$ cat src/rtl/alu_mc.sv
// Multi-cycle ALU: single-cycle arithmetic/logic ops, iterative one-bit-per-cycle shifts,
// result and SZCV flags held in registers until the consumer accepts them.
module alu_mc #(
  parameter int WIDTH = 16,
  parameter int SHW   = $clog2(WIDTH)
) (
  input  logic             clk,
  input  logic             rst,
  input  logic             in_valid,
  output logic             in_ready,
  input  logic [WIDTH-1:0] inA,
  input  logic [WIDTH-1:0] inB,
  input  logic [3:0]       op,
  output logic             out_valid,
  input  logic             out_ready,
  output logic [WIDTH-1:0] out,
  output logic [3:0]       SZCV,
  output logic             wb
);

  localparam logic [3:0] OP_ADD = 4'b0000;
  localparam logic [3:0] OP_SUB = 4'b0001;
  localparam logic [3:0] OP_AND = 4'b0010;
  localparam logic [3:0] OP_OR  = 4'b0011;
  localparam logic [3:0] OP_XOR = 4'b0100;
  localparam logic [3:0] OP_CMP = 4'b0101;
  localparam logic [3:0] OP_MOV = 4'b0110;
  localparam logic [3:0] OP_SLL = 4'b1000;
  localparam logic [3:0] OP_SLR = 4'b1001;
  localparam logic [3:0] OP_SRL = 4'b1010;
  localparam logic [3:0] OP_SRA = 4'b1011;

  localparam logic [SHW-1:0]   CNT_ZERO = {SHW{1'b0}};
  localparam logic [SHW-1:0]   CNT_ONE  = {{(SHW-1){1'b0}}, 1'b1};
  localparam logic [WIDTH-1:0] DATA_ZERO = {WIDTH{1'b0}};
  localparam logic [WIDTH:0]   EXT_ONE   = {{WIDTH{1'b0}}, 1'b1};

  typedef enum logic [1:0] {
    IDLE  = 2'b00,
    SHIFT = 2'b01,
    DONE  = 2'b10
  } state_t;

  state_t           state_r, state_s;
  logic [WIDTH-1:0] work_r, out_r;
  logic [SHW-1:0]   cnt_r;
  logic [3:0]       op_r, szcv_r;
  logic             wb_r;

  logic [WIDTH:0]   ae_s, be_s, sum_s, diff_s;
  logic [WIDTH-1:0] nb_s, res_s, step_s;
  logic             c_s, v_s, wb_s, known_s, is_shift_s, start_shift_s, bit_out_s;
  logic [SHW-1:0]   amt_s;

  assign in_ready  = (state_r == IDLE);
  assign out_valid = (state_r == DONE);
  assign out       = out_r;
  assign SZCV      = szcv_r;
  assign wb        = wb_r;

  assign amt_s         = inB[SHW-1:0];
  assign is_shift_s    = (op[3:2] == 2'b10);
  assign start_shift_s = is_shift_s && (amt_s != CNT_ZERO);

  // Single-cycle result and flags for the operation presented at the input
  always_comb begin
    ae_s    = {inA[WIDTH-1], inA};
    be_s    = {inB[WIDTH-1], inB};
    sum_s   = ae_s + be_s;
    diff_s  = ae_s + (~be_s + EXT_ONE);
    nb_s    = ~inB + {{(WIDTH-1){1'b0}}, 1'b1};
    res_s   = DATA_ZERO;
    c_s     = 1'b0;
    v_s     = 1'b0;
    wb_s    = 1'b1;
    known_s = 1'b1;
    case (op)
      OP_ADD: begin
        res_s = sum_s[WIDTH-1:0];
        c_s   = sum_s[WIDTH];
        v_s   = (inA[WIDTH-1] == inB[WIDTH-1]) && (res_s[WIDTH-1] != inA[WIDTH-1]);
      end
      OP_SUB, OP_CMP: begin
        res_s = diff_s[WIDTH-1:0];
        c_s   = diff_s[WIDTH];
        v_s   = (inA[WIDTH-1] == nb_s[WIDTH-1]) && (res_s[WIDTH-1] != inA[WIDTH-1]);
        wb_s  = (op == OP_SUB);
      end
      OP_AND: res_s = inA & inB;
      OP_OR:  res_s = inA | inB;
      OP_XOR: res_s = inA ^ inB;
      OP_MOV: res_s = inB;
      // Zero-distance shifts bypass the SHIFT state and pass A through
      OP_SLL, OP_SLR, OP_SRL, OP_SRA: res_s = inA;
      default: begin
        wb_s    = 1'b0;
        known_s = 1'b0;
      end
    endcase
  end

  // One-bit shift step of the work register and the bit it pushes out
  always_comb begin
    step_s    = work_r;
    bit_out_s = 1'b0;
    case (op_r)
      OP_SLL: begin
        step_s    = {work_r[WIDTH-2:0], 1'b0};
        bit_out_s = work_r[WIDTH-1];
      end
      OP_SLR: step_s = {work_r[WIDTH-2:0], work_r[WIDTH-1]};
      OP_SRL: begin
        step_s    = {1'b0, work_r[WIDTH-1:1]};
        bit_out_s = work_r[0];
      end
      OP_SRA: begin
        step_s    = {work_r[WIDTH-1], work_r[WIDTH-1:1]};
        bit_out_s = work_r[0];
      end
      default: begin
        step_s    = work_r;
        bit_out_s = 1'b0;
      end
    endcase
  end

  // Next-state logic
  always_comb begin
    state_s = state_r;
    case (state_r)
      IDLE: begin
        if (in_valid) begin
          state_s = start_shift_s ? SHIFT : DONE;
        end else begin
          state_s = IDLE;
        end
      end
      SHIFT: begin
        if (cnt_r == CNT_ONE) begin
          state_s = DONE;
        end else begin
          state_s = SHIFT;
        end
      end
      DONE: begin
        if (out_ready) begin
          state_s = IDLE;
        end else begin
          state_s = DONE;
        end
      end
      default: state_s = IDLE;
    endcase
  end

  // State register
  always_ff @(posedge clk) begin
    if (rst) begin
      state_r <= IDLE;
    end else begin
      state_r <= state_s;
    end
  end

  // Datapath registers: operand capture, shift iteration, result and flag hold
  always_ff @(posedge clk) begin
    if (rst) begin
      work_r <= DATA_ZERO;
      cnt_r  <= CNT_ZERO;
      op_r   <= 4'b0000;
      out_r  <= DATA_ZERO;
      szcv_r <= 4'b0000;
      wb_r   <= 1'b0;
    end else begin
      case (state_r)
        IDLE: begin
          if (in_valid) begin
            op_r <= op;
            if (start_shift_s) begin
              work_r <= inA;
              cnt_r  <= amt_s;
            end else begin
              out_r  <= res_s;
              szcv_r <= known_s ? {res_s[WIDTH-1], (res_s == DATA_ZERO), c_s, v_s} : 4'b0000;
              wb_r   <= wb_s;
            end
          end
        end
        SHIFT: begin
          work_r <= step_s;
          cnt_r  <= cnt_r - CNT_ONE;
          if (cnt_r == CNT_ONE) begin
            out_r  <= step_s;
            szcv_r <= {step_s[WIDTH-1], (step_s == DATA_ZERO), bit_out_s, 1'b0};
            wb_r   <= 1'b1;
          end
        end
        default: begin
          work_r <= work_r;
        end
      endcase
    end
  end

endmodule

$ cat config.mk
export PLATFORM = sky130hd
export DESIGN_NAME = alu_mc
export DESIGN_NICKNAME = d
export VERILOG_FILES = /design/src/rtl/alu_mc.sv
export SDC_FILE = /design/constraint.sdc
export NUM_CORES = 1
export LEC_CHECK = 0
export CELL_PAD_IN_SITES_DETAIL_PLACEMENT = 0
export CELL_PAD_IN_SITES_GLOBAL_PLACEMENT = 1
export CORE_MARGIN = 1.5
export CORE_UTILIZATION = 43
export CTS_BUF_LIST = sky130_fd_sc_hd__clkbuf_8
export CTS_CLUSTER_DIAMETER = 150
export DETAILED_ROUTE_END_ITERATION = 7
export GPL_TIMING_DRIVEN = 0
export PLACE_DENSITY = 0.93
export SLEW_MARGIN = 5
export SYNTH_ARGS = -nofsm -noshare
export SYNTH_HDL_FRONTEND = slang
export SYNTH_SLANG_ARGS = --single-unit
$ cat constraint.sdc
create_clock -name clk -period 3.7 [get_ports clk]
set_clock_uncertainty 0.15 [all_clocks]
set_input_delay 0.74 -clock clk [delete_from_list [all_inputs] [get_ports clk]]
set_output_delay 0.74 -clock clk [all_outputs]
set_load 0.02 [all_outputs]
* Word level (Yosys, flattened, before mapping) *
Cells that the tools add are included.

operators by class
  multiply operators = 0
  div/mod/pow operators = 0
  add/sub/neg operators = 5
  bitwise logic cells = 5
  eq/ne operators = 26
  shifts and indexed selects = 0
  multiplexer cells = 31
  order comparisons = 0
  reduce and logical (&&, ||, !) cells = 17

operators by type and width
  cell                                                                   number
  16-bit case mux with 7 select lines                                    1
  16-bit 2-to-1 mux                                                      5
  16-bit case mux with 2 select lines                                    2
  16-bit case mux with 4 select lines                                    1
  4-bit equality test, second input constant                             8
  16-bit zero test                                                       2
  4-bit 2-to-1 mux                                                       6
  16-bit by 16-bit adder with 17-bit output                              1
  17-bit by 1-bit adder with 17-bit output, second input constant        1
  17-bit adder                                                           1
  17-bit NOT                                                             1
  16-bit by 1-bit adder with 16-bit output, second input constant        1
  16-bit AND                                                             1
  16-bit NOT                                                             1
  16-bit bitwise OR                                                      1
  4-bit case mux with 2 select lines                                     2
  16-bit bitwise XOR                                                     1
  4-bit by 3-bit equality test with 1-bit output, second input constant  3
  11-bit OR reduction                                                    1
  1-bit case mux with 2 select lines                                     5
  9-bit OR reduction                                                     1
  4-bit by 1-bit equality test with 1-bit output, second input constant  2
  4-bit by 2-bit equality test with 1-bit output, second input constant  2
  2-bit 2-to-1 mux                                                       4
  other kinds (19)                                                       30

word-level totals
  flip-flop bits (word level) = 47
  memories kept = 0
  memory bits (read-only) = 0
  latch bits = 0
  memory bits (writable) = 0
  output and inout port bits = 23
  word-level logic and storage cells = 91

* Longest topological paths before layout *
  depth in word-level cells = 10
  mapped depth = 13
  depth with buffers taken out = 13

* Worst setup path before layout *
No wires, ideal clock.

  path kind = in2reg
  start = input inA[0]
  end = register out_r[14], in the netlist out[14]
  setup time = 86 ps
  arrival = 3,219 ps
  stages = 13
  setup slack = 246 ps
  cell sequence = inv_1 -> ha_1 -> inv_1 -> fa_1 -> nor3b_1 -> o311ai_2 -> a41oi_1 -> a21bo_1 -> o21a_1 -> o311a_1 -> or2_1 -> o22a_1 -> a211oi_1

on the way
  word-level cells in the longest chain between the ends = 5
  elaborated cells on any way between the ends = 6
  those cells by class = add/sub: 2; mux: 4

RTL lines
  element                                                                           RTL line  RTL
  start, declared                                                                   11        input logic [WIDTH-1:0] inA,
  17-bit adder / 16-bit by 16-bit adder with 17-bit output (equally long branches)  70, 69
  16-bit case mux with 7 select lines *                                             77        case (op)
  16-bit 2-to-1 mux *                                                               179       if (start_shift_s) begin
  16-bit 2-to-1 mux *                                                               177       if (in_valid) begin
  16-bit case mux with 2 select lines *                                             175       case (state_r)
  end signal, assigned                                                              183       out_r <= res_s;
  end signal, assigned                                                              193       out_r <= step_s;
  end, declared                                                                     45        logic [WIDTH-1:0] work_r, out_r;

Every way passes the cells marked *; elsewhere a longest branch is shown, timed or not. The select of a mux whose other input is x is not followed.
A chain may end at the register's enable or synchronous reset.

* Worst setup path after layout *
  start = input inA[9]
  end = register szcv_r[2], in the netlist SZCV[2]

on the way
  word-level cells in the longest chain between the ends = 7
  elaborated cells on any way between the ends = 11
  those cells by class = add/sub: 2; mux: 5; bitwise: 3; reduce/logical: 1

RTL lines
  element                                RTL line  RTL
  17-bit adder (tied with other cells)   70        diff_s = ae_s + (~be_s + EXT_ONE);
  16-bit case mux with 7 select lines *  77
  16-bit zero test *                     184       szcv_r <= known_s ? {res_s[WIDTH-1], (res_s == DATA_ZERO), c_s, v_s} : 4'b0000;
  4-bit 2-to-1 mux *                     184
  4-bit 2-to-1 mux *                     179
  4-bit 2-to-1 mux *                     177
  4-bit case mux with 2 select lines *   175
  end signal, assigned                   184
  end signal, assigned                   194       szcv_r <= {step_s[WIDTH-1], (step_s == DATA_ZERO), bit_out_s, 1'b0};
  end, declared                          47        logic [3:0] op_r, szcv_r;

Marked as above.

==> results.md <==
* M3 GR Usage at 0.0632
* Avg WL per Cell at 21.3 um
* Row count at 42
* Clk root buf: clkbuf_8
* CP arrival at 3.80 ns
* Final WL at 22500 um
* Initial Utilization at 0.439
* Sequential Area at 941 um^2
* Layout net count at 979
* M2 GR Usage at 0.454
* Pins Over Slew Limit at 0
* H-tree levels at 2
* Layout cells sized above 1 at 0.134
* Final TNS setup at -0.00522 ns
* Initial drt markers at 840
* Core ar. at 13200 um^2
* Avg Inst Size Synth at 7.19 um^2
* Die H at 119 um
* Synth Area in Compound Gates at 0.320
* Sequential share of the synthesized area at 0.162
* Min-delay worst type: reg2reg
* EDFF count, synth at 0
* PwrDens at 261 nW/um^2
* Combinational family with the most area after synthesis: compound AO/OA/AOI/OAI gates
* Pleak at 2.80 nW
* Vias after detailed routing at 6758
* Largest net degree at the start of global routing at 16
* Fin crit share at 1.00
* Mapped Nets at 904
* Number of buffers created by CTS at 5
* IO Pins at 63
* Failing checks: setup timing
* Number of global-route vias before repair at 6116
* Multi-input logic area at 4640 um^2
* Worst-Skew Late Latency at 0.31 ns
* Initial antenna violation count at 0
* Max Cap Violations at 0
* Largest cells by area after synthesis: dfxtp_1 16%, ha_1 11%, nor2_1 7.6%, a21oi_1 6.3%, mux2i_1 4.3%
* Final hold vios at 0
* Synth Area in Adders at 0.121
* Total grt overflow at 0
* Count of input and output buffers at 61
* Hold depth at 2
* Fill count at 1349
* CTS Buffer Depth at 2
* Met1 GRT Util at 0.433
* Cell taking the most area after synthesis: dfxtp_1
* Critical Path Fanout Max at 10
* Antenna cell count at 0
* First-pass DRT Iterations at 6
* Synth warn at 0
* Share of the synthesized area in the top cell type at 0.162
* Synthesized cell area at 5820 um^2
* R2R depth at 9
* Worst Max-Slew Pin Slew at 1.26 ns
* Fin crit period at 3.71 ns
* Post-synthesis xor/xnor area fraction at 0.00301
* Clock slew at reported path FFs at 0.10 ns
* Peak VDD IR at 0.144 mV
* Ys async rst share at 0
* Total track usage at 0.308
* Prevailing post-synth register cell: dfxtp_1
* Sw frac at 0.427
* Clock share of power at 0.188
* Sequential fraction of design power at 0.310
* # clock sinks at 47
* Hold_buf cts at 0
* Worst setup SP type: input pin
* Synth unique cells at 82
* First-pass GRT wire length at 34200 um
* Post-DR vias/cell at 6.37
* Critical Path RT at 3.80 ns
* Post-DP HPWL at 17200 um
* Die area at 14200 um^2
* Final setup fails at 1
* Placed Area at 6650 um^2
* Slew margin rel. at 0.155
* Synth Register Bits at 47
* Fmax at 270 MHz
* Pint at 1.05 mW
* Detail Route Antenna Nets at 0
* Post-route setup slack at -0.00522 ns
* Critical path class: in2reg
* Logic pwr share at 0.503
* Mux contribution to synthesized area at 0.0740
* Gp weighted congestion at 1.00
* Synth Instances at 809
* CTS tree: yes
* Most Used Layer, Global Route: met2
* Final instance area at 7040 um^2
* Area Overhead vs Synth at 21.0%
* RSZ-0062 raised after global routing: yes
* Psw at 0.783 mW
* Die Span X at 119 um
* Synth Area in Simple Gates at 0.239
* Status: finished, violations left
* Critical path capture point type: register
* Post-route DRC violation count at 0
[final timing paths]
kind / endpoint / from / slack [ns]
setup / recovery: SZCV[2]$_SDFFE_PP0P_ / inA[9] / -0.005
hold / removal: out[7]$_SDFFE_PP0P_ / out[7]$_SDFFE_PP0P_ / 0.33
setup reg to reg: SZCV[2]$_SDFFE_PP0P_ / op_r[1]$_SDFFE_PP0P_ / 0.81
hold reg to reg: out[7]$_SDFFE_PP0P_ / out[7]$_SDFFE_PP0P_ / 0.33
[worst max-delay path, stage by stage]
cell	delay [ns]
clkdlybuf4s15_1	0.40
inv_1	0.09
ha_1	0.31
buf_6	0.15
or2_2	0.31
or4_1	0.47
a21oi_4	0.22
o31ai_4	0.12
a31o_1	0.26
a221oi_4	0.35
and3_1	0.21
nand4_1	0.10
o21ai_1	0.08
[stage by stage]
stage | hold WS, ns | cells | setup WS [ns] | utilization | power (mW)
after floorplan | 0.301 | 809 | 0.246 | - | 1.12
after global placement | 0.311 | 1046 | -1.11 | 0.502 | 1.41
after detailed placement | 0.319 | 1046 | -1.09 | 0.502 | 1.42
after CTS | 0.331 | 1057 | -0.00734 | 0.524 | 1.79
after global routing | 0.349 | 1061 | -0.107 | 0.532 | 1.93
final | 0.329 | 1061 | -0.00522 | 0.532 | 1.84
[synthesized netlist by cell type (all sizes together), types with 23 or more instances]
cell type and n:
nor3 23, inv 55, mux2i 25, buf 26, ha 53, nor2 117
a211oi 31, o21ai 42, nand2 39, a21oi 74, dfxtp 47, clkbuf 32
[flip-flops by register name (all words and copies together) (netlist names)]
register,count
state_r,2
wb,1
SZCV,4
op_r,4
cnt_r,4
out,16
work_r,16
[repair_timing]
item                                    4_1_cts  5_1_grt
endpoints found under the setup margin       16       26
setup buffers                                 3        5
gates resized for setup                      62       41
pin swaps                                     9        9
[cells by family (layout without fill, tap and decap cells)]
| logic type | Yosys count | after routing |
|---|---|---|
| simple gates | 284 | 284 |
| compound gates | 267 | 267 |
| buf+inv | 113 | 189 |
| fa+ha+maj | 55 | 55 |
| flops | 47 | 47 |
| mux | 41 | 41 |
| xor+xnor | 2 | 2 |
[power by group through the flow]
| stage | logic [mW] | registers, mW | clock network (mW) |
|---|---|---|---|
| finish | 0.923 | 0.568 | 0.344 |
| global route | 0.985 | 0.572 | 0.370 |
| CTS | 0.880 | 0.567 | 0.344 |
| detailed placement | 0.837 | 0.579 | 0 |
| global placement | 0.835 | 0.578 | 0 |
| floorplan | 0.525 | 0.596 | 0 |
[cell type report]
| class | count | share of cell area |
|---|---|---|
| Buffer | 57 | 0.0387 |
| Clock buffer | 6 | 0.0117 |
| Tap cell | 176 | 0.0313 |
| Multi-Input combinational cell | 649 | 0.659 |
| Sequential cell | 47 | 0.134 |
| Inverter | 55 | 0.0293 |
| Clock inverter | 2 | 0.00231 |
| Timing Repair Buffer | 69 | 0.0935 |
[layout by cell type (no fill, tap or decap), types with 7 or more instances in the layout]
cell type | netlist | final
nand4_1 | 10 | 10
buf_2 | 15 | 18
inv_1 | 55 | 53
clkbuf_1 | 32 | 23
o211ai_1 | 11 | 11
nand2b_1 | 7 | 7
dfxtp_1 | 47 | 47
dlygate4sd2_1 | 0 | 10
nor4_1 | 8 | 7
nor3_1 | 23 | 21
a21o_1 | 8 | 8
clkdlybuf4s50_1 | 0 | 37
nor2_1 | 117 | 116
a22oi_1 | 9 | 9
a21oi_1 | 73 | 69
nor2b_1 | 20 | 18
a211oi_1 | 30 | 25
clkbuf_2 | 0 | 8
nand2_1 | 39 | 39
mux2_2 | 15 | 15
a22o_1 | 7 | 7
buf_4 | 3 | 12
mux2i_1 | 25 | 25
nand3_1 | 17 | 17
ha_1 | 53 | 51
o21ai_0 | 36 | 35
o21ai_1 | 6 | 7
[routing by layer]
layer  wire [um]  vias up
li1            -     3122
met1        9910     3180
met2        9380      397
met3        2280       59
met4         981        0
met5           0        -
Note: power is estimated with default switching activity, not from simulation.
